### src/rtl/rr_mux8_arbiter.sv
// Round-robin arbiter sharing one 8:1 mux of 3-bit words.
// Winner is captured into a valid/ready output register.

module mux8to1 (
    input  logic [7:0][2:0] d,
    input  logic [2:0]      sel,
    output logic [2:0]      y
);

    assign y = d[sel];

endmodule

module rr_mux8_arbiter #(
    parameter int N = 8,
    parameter int W = 3
) (
    input  logic                clk,
    input  logic                rst,
    input  logic [N-1:0]        req,
    input  logic [N-1:0][W-1:0] a,
    output logic [N-1:0]        ack,
    output logic                out_valid,
    input  logic                out_ready,
    output logic [W-1:0]        out_data,
    output logic [2:0]          out_src,
    output logic [3:0]          busy_cnt
);

    logic [2:0]   ptr;
    logic [2:0]   win;
    logic [2:0]   idx;
    logic         found;
    logic         load;
    logic [W-1:0] mux_y;

    assign load = ~out_valid | out_ready;

    // Scan requests upward from ptr; first set bit wins.
    always_comb begin
        found = 1'b0;
        win   = ptr;
        idx   = ptr;
        for (int i = 0; i < N; i++) begin
            idx = ptr + 3'(i);
            if (!found && req[idx]) begin
                found = 1'b1;
                win   = idx;
            end
        end
    end

    // With no winner win stays at ptr, which is a harmless select.
    mux8to1 u_mux (
        .d   (a),
        .sel (win),
        .y   (mux_y)
    );

    // Grant only when the output stage can take the word.
    always_comb begin
        ack = '0;
        if (!rst && load && found) begin
            ack[win] = 1'b1;
        end
    end

    // Output stage, priority pointer and stall counter.
    always_ff @(posedge clk) begin
        if (rst) begin
            out_valid <= 1'b0;
            out_data  <= '0;
            out_src   <= '0;
            ptr       <= '0;
            busy_cnt  <= '0;
        end else begin
            if (load) begin
                if (found) begin
                    out_data  <= mux_y;
                    out_src   <= win;
                    out_valid <= 1'b1;
                    ptr       <= win + 3'd1;
                end else begin
                    out_valid <= 1'b0;
                end
            end
            if (out_valid && !out_ready) begin
                if (busy_cnt != 4'd15) begin
                    busy_cnt <= busy_cnt + 4'd1;
                end
            end else begin
                busy_cnt <= '0;
            end
        end
    end

endmodule

### config.mk
export PLATFORM = sky130hd
export DESIGN_NAME = rr_mux8_arbiter
export DESIGN_NICKNAME = d
export VERILOG_FILES = /design/src/rtl/rr_mux8_arbiter.sv
export SDC_FILE = /design/constraint.sdc
export NUM_CORES = 1
export LEC_CHECK = 0
export ABC_AREA = 1
export ABC_CLOCK_PERIOD_IN_PS = 5150
export BUFFER_PORTS_ARGS = -buffer_cell sky130_fd_sc_hd__buf_2
export CORE_MARGIN = 4
export CORE_UTILIZATION = 25
export DETAILED_ROUTE_END_ITERATION = 12
export GPL_TIMING_DRIVEN = 1
export PLACE_DENSITY_LB_ADDON = 0.1
export SYNTH_ARGS = -nofsm -noshare
export SYNTH_HDL_FRONTEND = slang
export SYNTH_HIERARCHICAL = 1
export SYNTH_SLANG_ARGS = --single-unit
### constraint.sdc
create_clock -name clk -period 5.15 [get_ports clk]
set_clock_uncertainty 0.15 [all_clocks]
set_input_delay 1.2875 -clock clk [delete_from_list [all_inputs] [get_ports clk]]
set_output_delay 1.2875 -clock clk [all_outputs]
set_load 0.02 [all_outputs]
After elaboration in Yosys (flattened, before gate mapping)
Index checks and enable logic that the tools add are counted.
{ "totals": {"reg_bits": 14, "n_memories": 0, "output_inout_bits": 19, "latchBits": 0, "mem_bits_rw": 0, "elab_cells": 87, "input_bits": 35, "romBits": 0} }
{ "classes": {"shifts": 0, "n_reduce_logical": 22, "mul": 0, "bitwise": 3, "order_cmp": 10, "div": 0, "addsub": 9, "n_eq_ne": 1, "muxes": 37} }
{ "op_table": {"columns": ["cell", "count"], "rows": [
  ["$lt 3x4->1 const B", 9],
  ["$bmux 1 s3", 8],
  ["$mux 3", 8],
  ["$mux 1", 18],
  ["$add 3x3->3 const B", 4],
  ["$logic_and 1x1->1", 11],
  ["$bmux 3 s3", 1],
  ["$logic_not 1->1", 9],
  ["$mux 8", 1],
  ["$add 3x1->3 const B", 2],
  ["$add 3x2->3 const B", 2],
  ["$add 4x1->4 const B", 1],
  ["$ne 4x4->1 const B", 1],
  ["$demux 1 s3", 1],
  ["$ge 3x1->1 const B", 1],
  ["$not 1->1", 2],
  ["$reduce_and 2->1", 1],
  ["$reduce_or 2->1", 1],
  ["$or 1x1->1", 1]
]} }

Longest topological paths before layout
{ "logic_depth": {"word_depth": 29, "ltp_mapped": 25, "mapped_depth_nobuf": 24} }

Hierarchy
The synthesis kept the hierarchy.
{ "modules_own_cells": {"columns": ["module", "area_each_um2", "cells_each", "n_inst", "seq_area_each_um2"], "rows": [
  ["rr_mux8_arbiter", 1382.6, 244, 1, 280.3],
  ["mux8to1", 335.3, 80, 1, 0.0]
]} }

Worst setup path after synthesis
No wires, ideal clock.
{ "synth_timing": {"path_type": "input-to-output", "start": "input req[2]", "end": "output ack[0]", "arrival_time_ps": 2860, "t_required_ps": 3713, "setup_slack_ps": 852, "path_stages": 15, "path_buffers": 0, "cell_sequence": "nand2_1 nand3_1 nand3_1 nand2_2 nor2_2 nand4_1 nor2_2 nand3_2 clkinv_1 nand2_1 nand2_2 inv_2 nor2_2 inv_2 nor2_1"} }
{ "synth_via": {"elab_chain_len": 29, "word_cells_on_any_way": 52, "cone_classes": "order compare: 2; mux: 34; reduce/logical: 16"} }
{ "synth_lines": {"columns": ["item", "line", "text"], "rows": [
  ["from (decl)", "20", "input logic [N-1:0] req,"],
  ["$bmux 1 s3", "46", "if (!found && req[idx]) begin"],
  ["$mux 1 (not written as such)", "46", null],
  ["$mux 1", "46", null],
  ["$logic_not 1->1", "46", null],
  ["$logic_and 1x1->1", "46", null],
  ["$mux 1", "46", null],
  ["$logic_not 1->1", "46", null],
  ["$logic_and 1x1->1", "46", null],
  ["[... 14 more ...]", null, null],
  ["$logic_and 1x1->1", "46", null],
  ["$mux 3 (*)", "46", null],
  ["net win[0]", "31", "logic [2:0] win;"],
  ["$lt 3x4->1 (not written as such) or $ge 3x1->1 (tied branches)", "64", "ack[win] = 1'b1;"],
  ["$logic_and 1x1->1 (not written as such)", "64", null],
  ["$mux 1 (not written as such)", "64", null],
  ["$demux 1 s3 (*)", "64", null],
  ["$mux 8 (*)", "63", "if (!rst && load && found) begin"],
  ["to (decl)", "22", "output logic [N-1:0] ack,"]
]} }
Mark *: on every way through the listed nets, which the timed path passes. The rest lies on a longest branch. The select of a mux whose other input is x is not followed.

Final worst setup path
{ "layout_timing": {"start": "register ptr[1]", "end": "output ack[2]"} }
{ "layout_via": {"elab_chain_len": 29, "word_cells_on_any_way": 59, "cone_classes": "add/sub: 7; order compare: 2; mux: 34; reduce/logical: 16"} }
{ "layout_lines": {"columns": ["item", "line", "text"], "rows": [
  ["from (decl)", "30", "logic [2:0] ptr;"],
  ["from (signal assigned)", "82", "ptr <= win + 3'd1;"],
  ["parallel branches: the longest is 23 deep, another holds $add 3x1->3", null, null],
  ["$mux 3 (*)", "46", null],
  ["net win[1]", "31", null],
  ["$lt 3x4->1 (not written as such) or $ge 3x1->1 (tied branches)", "64", null],
  ["$logic_and 1x1->1 (not written as such)", "64", null],
  ["$mux 1 (not written as such)", "64", null],
  ["$demux 1 s3 (*)", "64", null],
  ["$mux 8 (*)", "63", null]
]} }
Mark *: on every way through the listed nets, which the timed path passes. The select of a mux whose other input is x is not followed.

==> out/results.txt <==
Final ANT Viol Nets - 0
Cts bufs inserted - 3
Post-synthesis mux area share - 0
RSZ-0062 raised after global routing - false
Count leader, synth - nand2_1
Syn Inst Count - 324
Die Area - 8262 µm²
Area fraction of the dominant cell type after synthesis - 0.2862
Tightest Pin Transition - 462.7 ps
CTS Hold Bufs - 0
Distinct cell type count after synthesis - 29
Iteration-0 DRC count of the detailed router - 90
Bufs on Longest Clock Path - 2
Post-Syn Area - 1718 µm²
Post-synthesis simple-gate area fraction - 0.5703
Area leader, netlist - nand2_1
Worst path depth - 16
First-pass GRT wire length - 8183 µm
Area Growth Syn to Fin - 22.94%
Max_slew headroom - 0.6911
Worst-path cell chain - inv_2 > ha_1 > inv_1 > nand3_1 > nand3_1 > nand2_2 > nor2_2 > nand4_1 > nor2_2 > nand3_2 > clkinv_1 > nand2_1 > nand2_2 > inv_2 > nor3_2 > buf_2
Final min period - 4640 ps
Share of cells above drive strength 1 - 0.2526
Hold Path Class - flip-flop to flip-flop
Max Cap Viol - 0
CP endpoint kind - output pin
H-tree depth - 1
Fillers - 745
# resized after CTS - 0
Clock sinks - 14
Via count - 2043
Worst setup SP type - flip-flop
FF-to-FF path depth - 22
Worst path top cell family by delay - simple AND/OR/NAND/NOR gates
WP data arrival - 3200 ps
Post-CTS setup buffer count - 0
Fmax - 215.5 MHz
Dpl cells - 453
Post-Synth Adder-Cell Area - 0.02185
Drt first pass iters - 4
Worst skew pair latency - 250 ps
Async set-reset flop share out of synthesis - 0
Synth Area per Inst - 5.302 µm²
Compound-Gate Fraction of Synth Area - 0.07647
Initial antenna violation count - 0
Die W - 90.90 µm
Ys Warns - 6
RePlAce Congestion - 0.8262
Row count - 29
Final period utilization - 0.9010
Post-Synth XOR/XNOR Area - 0.009468
Syn_nets - 362
CTS tree - done
Routed WL per cell - 11.03 µm
Most common flop cell mapped by yosys - dfxtp_1
Nets@finish - 419
Register area share after synthesis - 0.1631
Max Slew Vio Count - 0
Hold path depth - 2
Fin. Hold Viols - 0
Vias in the first global route - 1835
Largest net degree at the start of global routing - 15
Total track usage - 0.1194
DP HPWL - 4170 µm
Status - complete, no violations
DRC viols - 0
# diodes - 0
Most common library cells after synthesis - nand2_1, nand3_1, inv_1
Largest family of logic cells by synthesized area - simple AND/OR/NAND/NOR gates
IO Port Bufs - 53
Final WL - 5042 µm
Worst Path Max Fanout - 10
Clk slew on worst S/H paths - 60 ps
CP required - 3710 ps
Kind of critical path - flip-flop to output pin
Final setup fails - 0
Post-synth EDFFs - 0
Root Buffer - clkbuf_8
Core area - 6495 µm²
Num ports - 54
Initial core utilization - 0.2645
CP max stage delay - 500 ps
Slowest cell on the critical path - dfxtp_1
Die H - 90.90 µm
R2R Setup Slk - 1510 ps
Via density - 4.470
Worst Path Buf+Inv - 5
Flop and latch count out of synthesis - 14
Area contributors post-synth - nand2_1, dfxtp_1, nand3_1
Congestion Overflow GR - 0
Core Util, Final - 0.3252
Total negative slack - 0 ps
Non-Filler Instances - 457
## path summary, 6_finish.rpt
path | from | endpoint
max | ptr[1] | ack[2]
min | out_src[0] | out_src[0]
max reg2reg | ptr[1] | out_data[2]
min reg2reg | out_src[0] | out_src[0]
## cell families (layout without fill, tap and decap cells)
logic type	count (synthesis)	count (layout)
AO/OA/AOI/OAI	21	21
XOR/XNOR	1	1
adder cells (fa/ha/maj)	3	3
flip-flops	14	14
AND/OR/NAND/NOR	222	222
buffers and inverters	63	119
## worst register-to-register path: stages, from the launching register on
cell and delay [ps]:
dfxtp_1 500, inv_2 160, ha_1 320, inv_1 210, nand3_1 150, nand3_1 120
nand2_2 90, nor2_2 140, nand4_1 100, nor2_2 180, nand3_2 140, clkinv_1 110
nand2_1 60, nand2_2 100, inv_2 60, buf_4 180, inv_2 180, nand2_1 70
nand3_1 80, nand2_1 60, nand2_1 50, nand2_1 90, a22o_1 240
## flip-flops by register name, summed over array words and instances (netlist names)
signal / flops
busy_cnt: 4
out_data: 3
out_src: 3
ptr: 3
out_valid: 1
## per-stage QoR
| stage | cell area (µm²) | hold slack [ps] | worst slack, ps |
|---|---|---|---|
| global placement | 2057 | 289.2 | 530.3 |
| CTS | 2112 | 310.3 | 481.9 |
| detailed placement | 2057 | 293.1 | 503.5 |
| finish | 2112 | 304.9 | 510.1 |
| floorplan | 1718 | 381.1 | 852.2 |
| global route | 2112 | 351.7 | 184.4 |
## cell usage in the layout (no fill, tap or decap), drive strengths merged, types with 2 or more instances in the layout
cell type / instances
nand2: 143
buf: 57
nand3: 53
inv: 53
nor2: 20
dfxtp: 14
o21ai: 9
clkinv: 5
a21oi: 5
clkbuf: 4
nand4: 3
a22o: 3
ha: 3
a31oi: 2
nor3: 2
## layout make-up
cell class,instances,area (µm²),area share
Clock buffer,4,55.05,0.02607
Inverter,58,220.2,0.1043
Multi-Input combinational cell,247,1165,0.5515
Sequential cell,14,280.3,0.1327
Tap cell,77,96.34,0.04562
Timing Repair Buffer,57,295.3,0.1398
## per-layer routing
layer  global-route usage  up-vias  wire length, µm
met5                    0        -                0
met2               0.2032       31             2287
met3              0.01500        5              145
li1                     -     1116                -
met4              0.02638        0               44
met1               0.1606      891             2564
Power is not shown: default switching activity piles up to over one toggle a cycle in this logic, so the estimate is an artifact.
